File: src/rtl/eq_sched_pkg.sv
// Shared types and sizing helpers for the slice-serial equality scheduler.
package eq_sched_pkg;

  // Scheduler FSM states.
  typedef enum logic [1:0] {
    IDLE    = 2'd0,
    COMPARE = 2'd1,
    RESP    = 2'd2
  } state_e;

  // Number of SLICE-bit chunks in a WIDTH-bit operand.
  function automatic int calc_nslice(input int width, input int slice);
    return width / slice;
  endfunction

  // Requester id width (at least one bit).
  function automatic int calc_idw(input int nreq);
    return (nreq > 1) ? $clog2(nreq) : 1;
  endfunction

  // Width of the slices-examined count, which must hold 1..NSLICE.
  function automatic int calc_cw(input int nslice);
    return $clog2(nslice + 1);
  endfunction

  // Width of the slice index register, which holds 0..NSLICE-1.
  function automatic int calc_sw(input int nslice);
    return (nslice > 1) ? $clog2(nslice) : 1;
  endfunction

endpackage

File: src/rtl/eq_slice.sv
// SLICE-bit combinational equality: per-bit XNOR, then AND-reduce.
module eq_slice #(
  parameter int SLICE = 8
) (
  input  logic [SLICE-1:0] a,
  input  logic [SLICE-1:0] b,
  output logic             eq
);

  logic [SLICE-1:0] bit_eq;

  // Each bit matches when a and b agree; the slice matches when all bits do.
  always_comb begin
    bit_eq = ~(a ^ b);
    eq     = &bit_eq;
  end

endmodule

File: src/rtl/eq_compare_scheduler.sv
// Round-robin scheduler that shares one SLICE-bit equality slice among NREQ
// requesters. The granted operand pair is compared LSB slice first with
// early exit on the first mismatching slice; the result is returned on a
// single response port tagged with the requester id.
//
// Handshakes: a transfer happens on a rising edge where valid and ready are
// both high. req_ready is only raised in IDLE and is one-hot. resp_valid is
// high for the whole RESP state, and resp_eq/resp_id/resp_slices stay stable
// until the cycle in which resp_ready is seen high.
module eq_compare_scheduler
  import eq_sched_pkg::*;
#(
  parameter  int NREQ   = 4,
  parameter  int WIDTH  = 32,
  parameter  int SLICE  = 8,
  localparam int NSLICE = calc_nslice(WIDTH, SLICE),
  localparam int IDW    = calc_idw(NREQ),
  localparam int CW     = calc_cw(NSLICE)
) (
  input  logic                  clk,
  input  logic                  rst,
  input  logic [NREQ-1:0]       req_valid,
  input  logic [NREQ*WIDTH-1:0] req_a,
  input  logic [NREQ*WIDTH-1:0] req_b,
  output logic [NREQ-1:0]       req_ready,
  output logic                  resp_valid,
  input  logic                  resp_ready,
  output logic                  resp_eq,
  output logic [IDW-1:0]        resp_id,
  output logic [CW-1:0]         resp_slices,
  output logic                  busy
);

  localparam int SW = calc_sw(NSLICE);

  state_e             state_q, state_d;
  logic [WIDTH-1:0]   a_q, a_d;
  logic [WIDTH-1:0]   b_q, b_d;
  logic [IDW-1:0]     id_q, id_d;
  logic [SW-1:0]      slice_idx_q, slice_idx_d;
  logic [IDW-1:0]     last_grant_q, last_grant_d;
  logic               resp_eq_q, resp_eq_d;
  logic [CW-1:0]      resp_slices_q, resp_slices_d;

  logic               grant_found;
  logic [IDW-1:0]     grant_idx;
  logic [NREQ-1:0]    grant_oh;

  logic [SLICE-1:0]   a_slices [NSLICE];
  logic [SLICE-1:0]   b_slices [NSLICE];
  logic [SLICE-1:0]   a_sl;
  logic [SLICE-1:0]   b_sl;
  logic               slice_eq;

  // Split the captured operands into slices so the active one is a plain
  // array select on slice_idx_q.
  for (genvar s = 0; s < NSLICE; s++) begin : g_split
    assign a_slices[s] = a_q[s*SLICE +: SLICE];
    assign b_slices[s] = b_q[s*SLICE +: SLICE];
  end

  // Route the active slice of the captured pair into the shared comparator.
  always_comb begin
    a_sl = a_slices[slice_idx_q];
    b_sl = b_slices[slice_idx_q];
  end

  eq_slice #(
    .SLICE (SLICE)
  ) u_eq_slice (
    .a  (a_sl),
    .b  (b_sl),
    .eq (slice_eq)
  );

  // Round-robin pick: first valid requester after last_grant, with wrap.
  always_comb begin
    logic [IDW-1:0] cand;
    grant_found = 1'b0;
    grant_idx   = '0;
    grant_oh    = '0;
    cand        = '0;
    for (int off = 1; off <= NREQ; off++) begin
      cand = IDW'((int'(last_grant_q) + off) % NREQ);
      if (!grant_found && req_valid[cand]) begin
        grant_found = 1'b1;
        grant_idx   = cand;
      end
    end
    if (grant_found) begin
      grant_oh[grant_idx] = 1'b1;
    end
  end

  // Next-state logic: accept in IDLE, walk slices in COMPARE, hold in RESP.
  always_comb begin
    state_d       = state_q;
    a_d           = a_q;
    b_d           = b_q;
    id_d          = id_q;
    slice_idx_d   = slice_idx_q;
    last_grant_d  = last_grant_q;
    resp_eq_d     = resp_eq_q;
    resp_slices_d = resp_slices_q;
    req_ready     = '0;
    case (state_q)
      IDLE: begin
        req_ready = grant_oh;
        if (grant_found) begin
          a_d          = req_a[grant_idx*WIDTH +: WIDTH];
          b_d          = req_b[grant_idx*WIDTH +: WIDTH];
          id_d         = grant_idx;
          slice_idx_d  = '0;
          last_grant_d = grant_idx;
          state_d      = COMPARE;
        end
      end
      COMPARE: begin
        if (!slice_eq) begin
          resp_eq_d     = 1'b0;
          resp_slices_d = CW'(slice_idx_q) + CW'(1);
          state_d       = RESP;
        end else if (slice_idx_q == SW'(NSLICE - 1)) begin
          resp_eq_d     = 1'b1;
          resp_slices_d = CW'(NSLICE);
          state_d       = RESP;
        end else begin
          slice_idx_d = slice_idx_q + SW'(1);
        end
      end
      RESP: begin
        if (resp_ready) begin
          state_d = IDLE;
        end
      end
      default: begin
        state_d = IDLE;
      end
    endcase
  end

  // State and datapath registers; reset discards any in-flight compare.
  always_ff @(posedge clk or posedge rst) begin
    if (rst) begin
      state_q       <= IDLE;
      a_q           <= '0;
      b_q           <= '0;
      id_q          <= '0;
      slice_idx_q   <= '0;
      last_grant_q  <= IDW'(NREQ - 1);
      resp_eq_q     <= 1'b0;
      resp_slices_q <= '0;
    end else begin
      state_q       <= state_d;
      a_q           <= a_d;
      b_q           <= b_d;
      id_q          <= id_d;
      slice_idx_q   <= slice_idx_d;
      last_grant_q  <= last_grant_d;
      resp_eq_q     <= resp_eq_d;
      resp_slices_q <= resp_slices_d;
    end
  end

  // Response port and status are straight decodes of the registers.
  always_comb begin
    resp_valid  = (state_q == RESP);
    busy        = (state_q != IDLE);
    resp_eq     = resp_eq_q;
    resp_id     = id_q;
    resp_slices = resp_slices_q;
  end

endmodule

File: config.mk
export PLATFORM = sky130hd
export DESIGN_NAME = eq_compare_scheduler
export DESIGN_NICKNAME = d
export VERILOG_FILES = /design/src/rtl/eq_sched_pkg.sv /design/src/rtl/eq_slice.sv /design/src/rtl/eq_compare_scheduler.sv
export SDC_FILE = /design/constraint.sdc
export NUM_CORES = 1
export LEC_CHECK = 0
export BUFFER_PORTS_ARGS = -buffer_cell sky130_fd_sc_hd__buf_4
export CAP_MARGIN = 20
export CORE_UTILIZATION = 51
export CTS_CLUSTER_DIAMETER = 60
export DETAILED_ROUTE_END_ITERATION = 10
export PLACE_DENSITY = 0.88
export SYNTH_ARGS = -nofsm -noshare
export SYNTH_HDL_FRONTEND = slang
export SYNTH_SLANG_ARGS = --single-unit
File: constraint.sdc
create_clock -name clk -period 5.1 [get_ports clk]
set_clock_uncertainty 0.1 [all_clocks]
set_input_delay 0.255 -clock clk [delete_from_list [all_inputs] [get_ports clk]]
set_output_delay 0.255 -clock clk [all_outputs]
set_load 0.01 [all_outputs]
### Word-level counts from Yosys, hierarchy flattened

Cells that the tools add are included.

| word-level totals | value |
|---|---|
| flip-flop bits (word level) | 76 |
| output and inout port bits | 12 |
| word-level logic and storage cells | 89 |

| operators by class | value |
|---|---|
| $add $sub $neg | 6 |
| order comparisons | 7 |
| equality and inequality tests | 9 |
| shift operators | 2 |
| multiplexer cells | 39 |
| bitwise operators | 3 |
| reduce and logical (&&, ||, !) cells | 15 |

Operator list:

| operator | number |
|---|---|
| $shiftx 128x8->32 | 2 |
| $bmux 8 s2 | 2 |
| $mux 8 | 4 |
| $mux 2 | 11 |
| $lt 2x3->1 const B | 5 |
| $mux 1 | 11 |
| $bmux 1 s2 | 4 |
| $mux 4 | 2 |
| $not 8->8 | 1 |
| $reduce_and 8->1 | 1 |
| $xor 8x8->8 | 1 |
| $add 2x1->2 const B | 3 |
| $mux 3 | 2 |
| $ne 2x2->1 const B | 3 |
| $pmux 2 s3 | 1 |
| $add 2x2->2 const B | 2 |
| $eq 2x2->1 const B | 2 |
| $logic_and 1x1->1 | 4 |
| $ne 2x1->1 const B | 2 |
| $pmux 2 s2 | 1 |
| $reduce_and 2->1 | 2 |
| $reduce_and 4->1 | 1 |
| $reduce_bool 2->1 | 2 |
| $add 2x1->3 const B | 1 |
| 9 further kinds | 11 |

### Depth between registers and ports, before layout

Gate-level depths: netlist of the first run.

| logic depth | value |
|---|---|
| word-level depth | 19 |
| mapped depth | 8 |
| depth with buffers taken out | 6 |

### By module

From an unflattened synthesis of the first run, not the netlist that was laid out.

| second synthesis, totals | value |
|---|---|
| cell total of the unflattened synthesis | 704 |
| area total of the unflattened synthesis | 6209.7 µm² |

Modules (own cells, without submodules):

| module | instances | cells each | area an instance (µm²) | seq. area each (µm²) |
|---|---|---|---|---|
| eq_compare_scheduler | 1 | 693 | 6123.4 | 1904.3 |
| eq_slice | 1 | 11 | 86.3 | 0.0 |

### Worst setup path after synthesis of the first run

OpenSTA, ideal clock, no wires.

| path | value |
|---|---|
| path type | register to output |
| from | register state_q[1] |
| to | output req_ready[1] |
| data arrival time | 1.751 ns |
| required time | 4.745 ns |
| slack | 2.994 ns |
| stages on the path, launching flop included | 7 |
| cells stage by stage | dfrtp_1 > or2_2 > nand2b_1 > clkbuf_1 > clkbuf_1 > clkbuf_1 > nor3_1 |

| on the way | value |
|---|---|
| word-level cells in the longest chain between the ends | 2 |

RTL lines:

| item | RTL line | RTL |
|---|---|---|
| from (decl) | eq_compare_scheduler.sv:36 | `state_e state_q, state_d;` |
| from (signal assigned) | eq_compare_scheduler.sv:154 | `state_q <= state_d;` |
| $logic_not 2->1 | eq_compare_scheduler.sv:106 | `case (state_q)` |
| $mux 4 | eq_compare_scheduler.sv:106 |  |
| to (decl) | eq_compare_scheduler.sv:25 | `output logic [NREQ-1:0] req_ready,` |

Every way passes these cells.

### Worst setup path after layout of the first run

| path | value |
|---|---|
| from | register last_grant_q[0] |
| to | output req_ready[2] |

| on the way | value |
|---|---|
| word-level cells in the longest chain between the ends | 19 |
| elaborated cells on any way between the ends | 33 |

RTL lines:

| item | RTL line | RTL |
|---|---|---|
| from (decl) | eq_compare_scheduler.sv:41 | `logic [IDW-1:0] last_grant_q, last_grant_d;` |
| from (signal assigned) | eq_compare_scheduler.sv:150 | `last_grant_q <= IDW'(NREQ - 1);` |
| from (signal assigned) | eq_compare_scheduler.sv:159 | `last_grant_q <= last_grant_d;` |
| $add 2x1->2 | eq_compare_scheduler.sv:84 | `cand = IDW'((int'(last_grant_q) + off) % NREQ);` |
| $bmux 1 s2 | eq_compare_scheduler.sv:85 | `if (!grant_found && req_valid[cand]) begin` |
| $mux 1 (not written as such) | eq_compare_scheduler.sv:85 |  |
| $mux 1 | eq_compare_scheduler.sv:85 |  |
| $logic_not 1->1 | eq_compare_scheduler.sv:85 |  |
| $logic_and 1x1->1 | eq_compare_scheduler.sv:85 |  |
| $mux 1 | eq_compare_scheduler.sv:85 |  |
| $logic_not 1->1 | eq_compare_scheduler.sv:85 |  |
| [... 3 more ...] | -- |  |
| $logic_and 1x1->1 | eq_compare_scheduler.sv:85 |  |
| $mux 2 | eq_compare_scheduler.sv:85 |  |
| $lt 2x3->1 (not written as such) / $ge 2x1->1 (equally long branches) | eq_compare_scheduler.sv:91 | `grant_oh[grant_idx] = 1'b1;` |
| $logic_and 1x1->1 (not written as such) | eq_compare_scheduler.sv:91 |  |
| $mux 1 (not written as such) | eq_compare_scheduler.sv:91 |  |
| $demux 1 s2 | eq_compare_scheduler.sv:91 |  |
| $mux 4 (*) | eq_compare_scheduler.sv:90 | `if (grant_found) begin` |
| $mux 4 (*) | eq_compare_scheduler.sv:106 |  |

Mark *: on every way between the ends. The rest lies on a longest branch, timed or not. The select of a mux whose other input is x is not followed.

==> metrics.yaml, run 1 <==
detailed_routing:
  wire_per_inst_um: 15.7
  final_antenna_net_count: 0
  drt_iter0_markers: 277
  m1WireLength_um: 6480
  vias: 5508
  dr.pass1.iters: 5
  finalWirelength_um: 15700
  routed_via_density: 5.51
  wl_met3_um: 754
  wl_met2_um: 8070
  drc_errors: 0
  top_layer: "met4"
finish:
  final_common_cell: "buf_4"
  seq_area_um2: 1900
  antennaDiodeCount: 0
  drive_gt1_frac: 0.375
  layout_common_cells: "buf_4 (277), nor2b_1 (131), a211oi_1 (129)"
  multi_input_area_um2: 3300
  layout.nets: 1123
  fillers: 762
  syn2layout_area_growth_pct: 40.3
power:
  p_leak_nw: 3.42
  peakVddDrop_v: 0.000418
  powerDensity_nw_per_um2: 488
logic_synthesis:
  synth_flop_cell: "dfrtp_1"
  yosys.area.top_type: "dfrtp_1"
  yosysWarnings: 0
  synth_edf_count: 0
  ys_seq_elements: 76
  async_reset_ff_frac: 1.00
  syn_area_um2: 5530
  synth_top_area_frac: 0.335
  synth.net_count: 889
  syn_area_per_cell_um2: 8.84
  synth_cell_types: 40
  synth_area_leaders: "dfrtp_1 (34%), a211oi_1 (18%), nor2b_1 (15%)"
  synthCells: 625
  ys_seq_area_frac: 0.345
floorplan:
  pin_count: 275
  dieArea_um2: 11300
  fp.coreArea_um2: 10400
  rows: 37
  die_h_um: 106
  die_x_um: 106
  initial_utilization: 0.531
cts:
  numClockSinks: 76
  cts_root_buf: "clkbuf_8"
  insertion_delay_ns: 0.34
  post_cts_buffers: 0
  numCtsBuffers: 9
  cts_buffer_depth: 2
  cts_tree: "built"
  htreeDepth: 3
  path_clk_slew_ns: 0.08
sta:
  slew_headroom: 0.387
  tightest_slew_ns: 0.919
  slew_viol_final: 0
  grt_setup_unrepaired: "no"
  hold_violations: 0
  min_period_over_period: 0.532
  setup_viol: 0
  setup_ws_ns: 2.39
  fmax_ghz: 0.369
  fin_setup_tns_ns: 0
  fin_crit_ns: 2.71
placed_design:
  place_congestion: 0.807
  dp_hpwl_um: 12100
  pre_cts_ws_ns: 2.66
  port_buffers: 274
global_route:
  overflow: 0
  grt_pass1_vias: 5294
  groute.usage.overall: 0.275
  antenna_found_initial: 0
  grt_pass1_wl_um: 24500
  grt_max_degree: 131
critical_path:
  cp.required_ns: 4.74
  end_kind: "output pin"
  start_kind: "register"
  critical_path_class: "register to output pin"
  cp_max_fo: 39
  cp.arrival_ns: 2.36
  path_buf_inv: 2
  critPathTopFamily: "simple AND/OR/NAND/NOR gates"
  crit_slowest_cell: "and2_2"
  cp_cell_sequence: "nand2b_1 > o22a_1 > and2_2 > buf_12 > and3_1 > buf_4"
  cpPeakStageDelay_ns: 0.56
min_path:
  hp-class: "input pin to asynchronous set/reset pin"
outcome:
  status: "completed"
job:
  cap_violations: 0
-- worst min-delay path: stages --
cell	delay, ns
buf_4	0.12
clkinv_2	0.03
buf_4	0.69
-- per-stage QoR --
step	instance area [um^2]	total power, W	hold slack (ns)	std cells	util
global placement	7510	0.00320	0.335	982	0.721
CTS	7750	0.00381	0.134	1000	0.744
finish	7750	0.00378	0.0999	1000	0.744
global route	7750	0.00409	0.145	1000	0.744
detailed placement	7530	0.00330	0.337	983	0.723
floorplan	5530	0.00280	0.247	625	-
-- state kept, by name, summed over array words and instances (netlist names) --
| register | flops |
|---|---|
| last_grant_q | 2 |
| b_q | 32 |
| slice_idx_q | 2 |
| resp_eq | 1 |
| state_q | 2 |
| a_q | 32 |
| resp_slices | 3 |
| resp_id | 2 |
-- per-layer routing --
layer	up-vias	global-route usage
met5	-	0
met4	0	0.100
met3	34	0.0429
met2	186	0.497
met1	2542	0.328
li1	2746	-
-- worst paths after layout --
kind                       cells after the start      endpoint       startpoint  slack (ns)
max                                            6  req_ready[2]  last_grant_q[0]        2.39
min                                            3       a_q[19]              rst         0.1
max reg2reg                                    7        a_q[2]  last_grant_q[0]        2.64
min reg2reg                                    2    resp_id[1]       resp_id[1]        0.39
max in group asynchronous                      3       a_q[15]              rst        4.20
min in group clk                               3       b_q[19]        req_b[83]        0.15
-- synth_stat cells (5+ instances only) --
master and instances:
nand3_1 5, nand2b_1 5, clkbuf_1 33, dfrtp_1 74, o31ai_1 44, buf_2 8
xor2_1 9, nand2_1 70, nor2_1 10, a211oi_1 129, a21oi_1 5, nor2b_1 131
o31ai_2 20, buf_6 9, buf_4 7, xnor2_1 23, nor3_1 5
-- area by class of cell --
type / instances / share of cell area
sequential: 76 / 0.246
clock inverter: 5 / 0.00968
timing repair buffer: 281 / 0.277
multi-input combinational: 488 / 0.426
tap: 136 / 0.0219
inverter: 3 / 0.00161
clock buffer: 11 / 0.0182
-- report_power, final --
group | leakage [nW] | internal [W] | switching [W] | total (W)
Combinational | 2.38 | 0.000924 | 0.00124 | 0.00216
Sequential | 0.932 | 0.000909 | 0.000215 | 0.00112
Clock | 0.113 | 0.000287 | 0.000212 | 0.000499
-- repair_timing --
action                                 4_1_cts  5_1_grt
gates resized for setup                      0        0
hold buffers                                 1        0
endpoints found under the hold margin        1        0
-- kinds of logic (layout without fill, tap and decap cells) --
family,count (synthesis),after routing,synth area share
flip-flops,76,76,0.345
buffers and inverters,61,300,0.0602
adder cells (fa/ha/maj),1,1,0.00226
AND/OR/NAND/NOR,241,241,0.237
AO/OA/AOI/OAI,214,214,0.305
XOR/XNOR,32,32,0.0507
Power figures use the tool's default switching activity.
==> run 2, diff against run 1 <==
CORE_UTILIZATION = 47   (was 51)
PLACE_DENSITY = 0.82   (was 0.88)
clock period = 2.7 ns   (was 5.1 ns; I/O delays follow)
==> metrics.yaml, run 2 (synthesis results as in run 1) <==
min_path:
  holdPathEnd: "b_q[21]"
  hp-start: "req_b[85]"
  hp-class: "input pin to register"  # was input pin to asynchronous set/reset pin
  hold_depth: 3
critical_path:
  crit_slowest_cell: "dfstp_2"  # was and2_2
  reg2reg_to: "b_q[12]"  # was a_q[2]
  cp_max_fo: 41  # was 39
  cp_cell_sequence: "nand2b_1 > o22a_1 > nand2_2 > buf_12 > nor3_1 > buf_4"  # was nand2b_1 > o22a_1 > and2_2 > buf_12 > and3_1 > buf_4
  worstRegToRegCells: 8  # was 7
  cpPeakStageDelay_ns: 0.55  # was 0.56 ns
  reg2reg_slack_ns: 0.25  # was 2.64 ns
  cp.arrival_ns: 2.25  # was 2.36 ns
  end_kind: "output pin"  # unchanged
  critical_path_class: "register to output pin"  # unchanged
  timing.rr.start: "last_grant_q[0]"  # unchanged
  start_kind: "register"  # unchanged
  cp.required_ns: 2.47  # was 4.74 ns
finish:
  final_common_cell: "buf_4"  # unchanged
  stdcell_count: 1018  # was 1000
  fillers: 892  # was 762
  layout.nets: 1134  # was 1123
  final_cell_area_um2: 7960  # was 7750 um^2
  antennaDiodeCount: 0  # unchanged
  drive_gt1_frac: 0.382  # was 0.375
  syn2layout_area_growth_pct: 44.0  # was 40.3%
  layout_common_cells: "buf_4 (285), nor2b_1 (131), a211oi_1 (129)"  # was buf_4 (277), nor2b_1 (131), a211oi_1 (129)
  utilization: 0.697  # was 0.744
power:
  power.switching_w: 0.00325  # was 0.00166 W
  p_clk_frac: 0.161  # was 0.132
  internal-power_w: 0.00434  # was 0.00212 W
  powerDensity_nw_per_um2: 953  # was 488 nW/um^2
  seq_power_share: 0.280  # was 0.297
  power.total_w: 0.00759  # was 0.00378 W
  power_frac_comb: 0.559  # was 0.571
  p_leak_nw: 3.52  # was 3.42 nW
  peakVddDrop_v: 0.000811  # was 0.000418 V
  p_sw_frac: 0.428  # was 0.440
cts:
  insertion_delay_ns: 0.33  # was 0.34 ns
  numClockSinks: 76  # unchanged
  cts_tree: "built"  # unchanged
  cts_resized: 0  # unchanged
  cts_buffer_depth: 2  # unchanged
  htreeDepth: 3  # unchanged
  path_clk_slew_ns: 0.06  # was 0.08 ns
  numCtsBuffers: 9  # unchanged
  cts_root_buf: "clkbuf_16"  # was clkbuf_8
detailed_routing:
  dr.pass1.iters: 4  # was 5
  vias: 5635  # was 5508
  routed_via_density: 5.54  # was 5.51
  drt_iter0_markers: 252  # was 277
  drc_errors: 0  # unchanged
  wire_per_inst_um: 15.9  # was 15.7 um
  finalWirelength_um: 16200  # was 15700 um
  final_antenna_net_count: 0  # unchanged
floorplan:
  fp.coreArea_um2: 11400  # was 10400 um^2
  dieArea_um2: 12200  # was 11300 um^2
  pin_count: 275  # unchanged
  die_h_um: 110  # was 106 um
  die_x_um: 110  # was 106 um
  initial_utilization: 0.484  # was 0.531
  rows: 39  # was 37
global_route:
  overflow: 0  # unchanged
  grt_pass1_wl_um: 26700  # was 24500 um
  antenna_found_initial: 0  # unchanged
  grt_pass1_vias: 5608  # was 5294
  groute.usage.overall: 0.266  # was 0.275
  grt_max_degree: 64  # was 131
job:
  cap_violations: 0  # unchanged
placed_design:
  dp_hpwl_um: 12400  # was 12100 um
  placed_area_um2: 7640  # was 7530 um^2
  place_congestion: 0.925  # was 0.807
  port_buffers: 274  # unchanged
  place_inst: 1000  # was 983
sta:
  slew_headroom: 0.565  # was 0.387
  grt_setup_unrepaired: "no"  # unchanged
  hold_violations: 0  # unchanged
  tightest_slew_ns: 0.653  # was 0.919 ns
  fmax_ghz: 0.403
  slew_viol_final: 0  # unchanged
  fin_crit_ns: 2.48
  fin_setup_tns_ns: 0  # unchanged
  min_period_over_period: 0.920
  setup_viol: 0  # unchanged
outcome:
  status: "completed"  # unchanged
run 2: changes by cell type in the layout (fill, tap and decap cells not counted), sizes merged:
| cell | delta |
|---|---|
| bufinv | -1 |
| buf | +10 |
| clkinvlp | +1 |
| dlygate4sd3 | +1 |
| clkbuf | +1 |
| clkinv | -1 |
run 2: layout make-up:
type                    count  area (um^2)  area share
flip-flops and latches     76         1900       0.239
well taps                 143          179      0.0225
clock buffers              12          256      0.0322
repair buffers            292         2260       0.284
multi-input cells         488         3300       0.415
inverters                   3         12.5     0.00157
clock inverters             4         47.5     0.00597
run 2: worst max path at each step:
stage / to / slack [ns] / start / cells after the start
3_3_place_gp: a_q[10] / 0.34 / last_grant_q[0] / 8
4_1_cts: req_ready[3] / 0.21 / last_grant_q[0] / 6
2_1_floorplan: a_q[0] / 0.53 / rst / 1
5_1_grt: a_q[10] / 0.13 / last_grant_q[0] / 8
3_5_place_dp: a_q[10] / 0.27 / last_grant_q[0] / 8
6_report: req_ready[3] / 0.22 / last_grant_q[0] / 6
run 2: metrics by stage:
step | worst slack (ns) | hold slack (ns)
final | 0.216 | 0.0322
after floorplan | 0.530 | 0.127
after CTS | 0.211 | 0.0281
after global placement | 0.345 | 0.0586
after detailed placement | 0.267 | 0.0633
after global routing | 0.129 | 0.0363
run 2: critical path, delay by kind of cell (launching register included):
family                 cells  cell delay, ns
and+or+nand+nor            3            0.68
DFF                        1            0.55
AOI/OAI and AO/OA          1            0.18
buffers and inverters      2            0.48
run 2: timing repair:
action | CTS | global route
hold buffers | 2 | 0
hold endpoints to repair | 24 | 0
setup buffers | 0 | 0
run 2: power groups by stage:
stage	registers (W)	clock network [W]	logic, W
6_report	0.00212	0.00122	0.00424
5_1_grt	0.00219	0.00128	0.00471
4_1_cts	0.00212	0.00124	0.00428
3_5_place_dp	0.00214	0	0.00424
3_3_place_gp	0.00211	0	0.00412
2_1_floorplan	0.00204	0	0.00324
run 2: routing by layer:
layer  global-route usage  vias to the layer above  routed length, um
met4               0.0916                        0                385
met3               0.0467                       35                824
li1                     -                     2767                  -
met1                0.315                     2630               6590
met2                0.483                      203               8370
met5                    0                        -                  0
